## src/rtl/aes_pkg.sv

```systemverilog
// Shared AES-128 key-schedule types and constants.
package aes_pkg;

    localparam int AES_NR     = 10;
    localparam int AES_NUM_RK = 11;

    typedef logic [31:0]  aes_word_t;
    typedef logic [127:0] aes_rk_t;

    typedef enum logic [1:0] {
        KS_IDLE,
        KS_EXPAND,
        KS_DONE
    } ks_state_t;

endpackage

```

## src/rtl/aes_key_expand_ctrl_g_function.sv

```systemverilog
// AES key-schedule g function: RotWord, SubWord, then XOR of the round constant.
module g_function
    import aes_pkg::*;
(
    input  aes_word_t   i_word,
    input  logic [3:0]  i_round,
    output aes_word_t   o_g
);

    function automatic logic [7:0] gf_mul(input logic [7:0] a, input logic [7:0] b);
        logic [7:0] p;
        logic [7:0] aa;
        p  = 8'h00;
        aa = a;
        for (int i = 0; i < 8; i++) begin
            if (b[i]) p = p ^ aa;
            aa = {aa[6:0], 1'b0} ^ (aa[7] ? 8'h1b : 8'h00);
        end
        return p;
    endfunction

    // Multiplicative inverse as x^254 (maps 0 to 0), followed by the affine map.
    function automatic logic [7:0] sbox(input logic [7:0] x);
        logic [7:0] x2, x3, x12, x15, x240, inv;
        x2   = gf_mul(x, x);
        x3   = gf_mul(x2, x);
        x12  = gf_mul(gf_mul(x3, x3), gf_mul(x3, x3));
        x15  = gf_mul(x12, x3);
        x240 = gf_mul(x15, x15);
        x240 = gf_mul(x240, x240);
        x240 = gf_mul(x240, x240);
        x240 = gf_mul(x240, x240);
        inv  = gf_mul(gf_mul(x240, x12), x2);
        return inv ^ {inv[6:0], inv[7]} ^ {inv[5:0], inv[7:6]}
                   ^ {inv[4:0], inv[7:5]} ^ {inv[3:0], inv[7:4]} ^ 8'h63;
    endfunction

    aes_word_t  w_rot;
    aes_word_t  w_sub;
    logic [7:0] w_rcon;

    assign w_rot = {i_word[23:0], i_word[31:24]};

    genvar gi;
    generate
        for (gi = 0; gi < 4; gi++) begin : g_sbox
            assign w_sub[gi*8 +: 8] = sbox(w_rot[gi*8 +: 8]);
        end
    endgenerate

    always_comb begin
        w_rcon = 8'h00;
        case (i_round)
            4'd0:    w_rcon = 8'h01;
            4'd1:    w_rcon = 8'h02;
            4'd2:    w_rcon = 8'h04;
            4'd3:    w_rcon = 8'h08;
            4'd4:    w_rcon = 8'h10;
            4'd5:    w_rcon = 8'h20;
            4'd6:    w_rcon = 8'h40;
            4'd7:    w_rcon = 8'h80;
            4'd8:    w_rcon = 8'h1b;
            4'd9:    w_rcon = 8'h36;
            default: w_rcon = 8'h00;
        endcase
    end

    assign o_g = w_sub ^ {w_rcon, 24'h000000};

endmodule

```

## src/rtl/aes_key_expand_ctrl.sv

```systemverilog
// Iterative AES-128 key-schedule sequencer: one round key per cycle into an
// 11-entry round-key file with an indexed read port for the cipher controller.
module aes_key_expand_ctrl
    import aes_pkg::*;
#(
    parameter int NUM_ROUNDS = 10,
    parameter int RD_LATENCY = 1
) (
    input  logic         clk,
    input  logic         rst,
    input  logic         key_valid,
    output logic         key_ready,
    input  logic [127:0] key_in,
    output logic         busy,
    output logic         keys_valid,
    input  logic [3:0]   rk_rd_idx,
    output logic [127:0] rk_rd_data,
    output logic         rk_rd_err
);

    generate
        if (NUM_ROUNDS != AES_NR) begin : g_bad_rounds
            $error("aes_key_expand_ctrl: only NUM_ROUNDS=10 is supported");
        end
        if (RD_LATENCY != 0 && RD_LATENCY != 1) begin : g_bad_latency
            $error("aes_key_expand_ctrl: RD_LATENCY must be 0 or 1");
        end
    endgenerate

    ks_state_t  r_state;
    ks_state_t  w_state_next;
    logic [3:0] r_rcnt;
    logic [3:0] w_rcnt_next;
    logic       w_accept;

    // Round-key file; deliberately not reset, keys_valid qualifies its contents.
    aes_rk_t    r_rk [0:AES_NUM_RK-1];

    aes_rk_t    w_cur;
    aes_word_t  w_g;
    aes_word_t  w_w4, w_w5, w_w6, w_w7;

    assign w_accept = key_valid && key_ready;

    always_ff @(posedge clk) begin
        if (rst) begin
            r_state <= KS_IDLE;
            r_rcnt  <= 4'd0;
        end else begin
            r_state <= w_state_next;
            r_rcnt  <= w_rcnt_next;
        end
    end

    always_comb begin
        w_state_next = r_state;
        w_rcnt_next  = r_rcnt;
        key_ready    = 1'b0;
        busy         = 1'b0;
        keys_valid   = 1'b0;
        case (r_state)
            KS_IDLE, KS_DONE: begin
                key_ready  = 1'b1;
                keys_valid = (r_state == KS_DONE);
                if (key_valid) begin
                    w_state_next = KS_EXPAND;
                    w_rcnt_next  = 4'd0;
                end
            end
            KS_EXPAND: begin
                busy = 1'b1;
                if (r_rcnt == 4'(AES_NR - 1)) begin
                    w_state_next = KS_DONE;
                    w_rcnt_next  = 4'd0;
                end else begin
                    w_rcnt_next  = r_rcnt + 4'd1;
                end
            end
            default: begin
                w_state_next = KS_IDLE;
                w_rcnt_next  = 4'd0;
            end
        endcase
    end

    assign w_cur = r_rk[r_rcnt];

    g_function u_g_function (
        .i_word  (w_cur[31:0]),
        .i_round (r_rcnt),
        .o_g     (w_g)
    );

    assign w_w4 = w_cur[127:96] ^ w_g;
    assign w_w5 = w_cur[95:64]  ^ w_w4;
    assign w_w6 = w_cur[63:32]  ^ w_w5;
    assign w_w7 = w_cur[31:0]   ^ w_w6;

    always_ff @(posedge clk) begin
        if (!rst) begin
            if (w_accept) begin
                r_rk[0] <= key_in;
            end else if (r_state == KS_EXPAND) begin
                r_rk[r_rcnt + 4'd1] <= {w_w4, w_w5, w_w6, w_w7};
            end
        end
    end

    logic    w_rd_err;
    aes_rk_t w_rd_data;

    assign w_rd_err  = (rk_rd_idx > 4'(AES_NUM_RK - 1));
    assign w_rd_data = w_rd_err ? '0 : r_rk[rk_rd_idx];

    // No write bypass: a same-edge write is seen on the following read.
    generate
        if (RD_LATENCY == 1) begin : g_rd_reg
            aes_rk_t r_rd_data;
            logic    r_rd_err;
            always_ff @(posedge clk) begin
                if (rst) begin
                    r_rd_data <= '0;
                    r_rd_err  <= 1'b0;
                end else begin
                    r_rd_data <= w_rd_data;
                    r_rd_err  <= w_rd_err;
                end
            end
            assign rk_rd_data = r_rd_data;
            assign rk_rd_err  = r_rd_err;
        end else begin : g_rd_comb
            assign rk_rd_data = w_rd_data;
            assign rk_rd_err  = w_rd_err;
        end
    endgenerate

endmodule

```

## config.mk

```make
export PLATFORM = sky130hd
export DESIGN_NAME = aes_key_expand_ctrl
export DESIGN_NICKNAME = d
export VERILOG_FILES = /design/src/rtl/aes_pkg.sv /design/src/rtl/aes_key_expand_ctrl_g_function.sv /design/src/rtl/aes_key_expand_ctrl.sv
export SDC_FILE = /design/constraint.sdc
export NUM_CORES = 2
export LEC_CHECK = 0
export BUFFER_PORTS_ARGS = -buffer_cell sky130_fd_sc_hd__buf_2
export CAP_MARGIN = 20
export CORE_MARGIN = 2
export CORE_UTILIZATION = 45
export CTS_CLUSTER_DIAMETER = 80
export DETAILED_ROUTE_END_ITERATION = 10
export SLEW_MARGIN = 25
export SYNTH_ARGS = -nofsm -noshare
export SYNTH_HDL_FRONTEND = slang
export SYNTH_SLANG_ARGS = --single-unit
```

## constraint.sdc

```tcl
create_clock -name clk -period 63.4 [get_ports clk]
set_input_delay 12.68 -clock clk [delete_from_list [all_inputs] [get_ports clk]]
set_output_delay 12.68 -clock clk [all_outputs]
set_load 0.05 [all_outputs]
```

==> metrics.csv <==
stage,metric,value,unit
outcome,status,completed,
yosys,synth_nets,10300,
global_routing,grt_start_max_net_pins,137,
sta,worst_pin_slew,1.18,ns
clocking,cts_setup_buffers,0,
yosys,synthCells,10200,
critical_path,reg2reg_slack,36.59,ns
floorplan,fp-row-count,187,
yosys,ys_top_cells_by_count,"edfxtp_1, xnor2_1, nor2_1",
placement,io_buffer_count,266,
sta,min_period_over_period,42.3,%
yosys,yosysSeqAreaShare,38.5,%
clocking,path_clk_slew,0.06,ns
drt,drtPass1Iterations,6,
global_routing,met1_usage,37.9,%
drt,drc,0,
sta,fmax,37.3,MHz
sta,rsz0062_at_grt,false,
global_routing,grt_use_met2,42.8,%
sta,relSlewSlack,21.0,%
drt,route.vias.total,84400,
critical_path,slowest_stage,buf_4,
floorplan,fp.dieW,515,um
clocking,root_buffer,clkbuf_16,
yosys,yosysUniqueCellTypes,132,
global_routing,antenna_found_initial,21,
yosys,synth_most_common_cell,edfxtp_1,
layout,area_delta_synth_final,8.86,%
yosys,synth_area_leaders,"edfxtp_1, xnor2_1, mux4_2",
yosys,synthFlopType,edfxtp_1,
clocking,max-clock-path-buffers,3,
yosys,syn_avg_cell_area,11.6,um2
critical_path,start_kind,flop,
run,drv_cap,0,
drt,drt_iter0_drc,9312,
critical_path,critical-path-top-delay-family,XOR/XNOR gates,
floorplan,io_pins,267,
floorplan,dieHeight,515,um
global_routing,grt.busiest_layer,met2,
clocking,clock_sink_count,1555,
layout,drive_gt1_share,17.4,%
clocking,numCtsBuffers,160,
sta,finalMaxSlewViolations,0,
yosys,syn_area,0.117,mm2
clocking,holdBufCountCts,0,
clocking,cts_resized,0,
drt,viasPerCell,6.16,
yosys,ys_ff_latch,1555,
critical_path,path_class,flop to flop,
clocking,cts_tree,done,
layout,seq_area,0.0452,mm2
yosys,async_flop_share,0,%
sta,fin_crit,26.81,ns
critical_path,critPathMaxStageDelay,0.84,ns
placement,gp_congestion,0.893,
drt,drt-wirelength-per-cell,26.8,um
drt,final_antenna_net_count,0,
yosys,synth_edf_count,1408,
layout,fin_nets,10300,
yosys,yosysTopAreaCell,edfxtp_1,
critical_path,cp_num_buf_inv,8,
yosys,synth_top_area_share,36.0,%
critical_path,critPathMostFrequentCell,xnor2_1,
clocking,clock_latency,0.82,ns
global_routing,grt_pass1_wl,541000,um
layout,n_fill_cell,22800,
yosys,yosys_warnings,0,
drt,drt_wl_total,367000,um
clocking,htreeDepth,4,
layout,multiInputGateArea,0.0689,mm2
critical_path,critPathMaxFanout,59,
global_routing,grt_pass1_vias,81800,
critical_path,endpoint_kind,flop,
sta,skew,0.0618,ns
floorplan,initial_utilization,45.2,%
sta,fin_tns_setup,0,ns
sta,setup_viol,0,
global_routing,track_usage,27.0,%
floorplan,core_area,0.259,mm2
critical_path,arrival,27.34,ns
hold_path,hold_class,flop to flop,
critical_path,required,63.93,ns
sta,finalHoldViolCount,0,
placement,dpl.hpwl,242000,um
global_routing,met3_usage,3.86,%
floorplan,dieArea,0.265,mm2
global_routing,gr-total-overflow,0,
tightest hold or removal path: cells and delay by family, from the launching register on:
| kind | cells | cell delay (ns) |
|---|---|---|
| compound gates | 1 | 0.07 |
| flops | 1 | 0.35 |
| simple gates | 1 | 0.08 |
metrics by stage:
step | worst slack (ns) | utilization [%] | hold slack [ns] | area, um2 | cells
2_1_floorplan | 40.03 | - | 0.463 | 117000 | 10200
3_3_place_gp | 37.30 | 47.0 | 0.493 | 122000 | 13400
3_5_place_dp | 36.75 | 47.1 | 0.512 | 122000 | 13400
4_1_cts | 36.55 | 49.2 | 0.529 | 128000 | 13700
5_1_grt | 34.99 | 49.2 | 0.554 | 128000 | 13700
6_report | 36.59 | 49.2 | 0.530 | 128000 | 13700
cells in the final DEF (no fill, tap or decap), types with 63 or more instances in the layout:
cell type,Yosys,final
a211oi_1,308,298
a21oi_1,425,418
buf_2,114,262
buf_4,42,244
clkbuf_16,0,163
dfxtp_1,147,143
edfxtp_1,1408,1408
inv_1,71,71
mux2_2,137,137
mux2i_1,530,530
mux4_2,497,497
nand2_1,815,815
nand2b_1,88,87
nand3_1,122,122
nor2_1,948,939
nor2b_1,197,196
nor3_1,143,141
o211ai_1,67,67
o21ai_0,291,244
o21ai_1,60,103
o22ai_1,63,63
xnor2_1,1288,1268
xnor2_2,116,135
xnor3_1,306,304
xor2_1,398,391
flip-flops by register name, indices dropped and copies added, names as in the netlist, named ones only:
register,count
u_g_function.w_rcon,8
r_state,2
rk_rd_err,1
r_rk,1408
r_rcnt,4
rk_rd_data,128
logic make-up (layout without fill, tap and decap cells):
group                      after synthesis  count (layout)  synth area share (%)
muxes                                 1184            1184                  15.6
xor gates and xnor gates              2223            2223                  22.3
buffers and inverters                  808             939                  3.15
other                                    0              16                     0
adders and majority gates               30              30                 0.320
DFF                                   1555            1555                  38.5
and+or+nand+nor                       2622            2622                  10.1
AOI/OAI and AO/OA                     1733            1733                  9.93
per-layer routing:
metal  share of wire (%)  routed length (um)
met1                  42              154000
met2                  46              169000
met3                 8.3               30500
met4                 3.7               13800
met5               0.011                  40
final cells by class:
type / count / area share (%)
flip-flops and latches: 1555 / 35.4
diodes: 16 / 0.0314
well taps: 3402 / 3.33
repair buffers: 526 / 2.75
inverters: 114 / 0.337
multi-input cells: 7792 / 54.0
clock buffers: 225 / 3.48
clock inverters: 74 / 0.690
path summary, 6_finish.rpt:
kind | from | endpoint | cells after the start
min reg2reg | r_state[1] | r_state[1] | 2
max | flop | r_rk[3][77] | 69
max reg2reg | flop | r_rk[3][77] | 69
min | r_state[1] | r_state[1] | 2
Power is not shown: default switching activity piles up to over one toggle a cycle in this logic, so the estimate is an artifact.
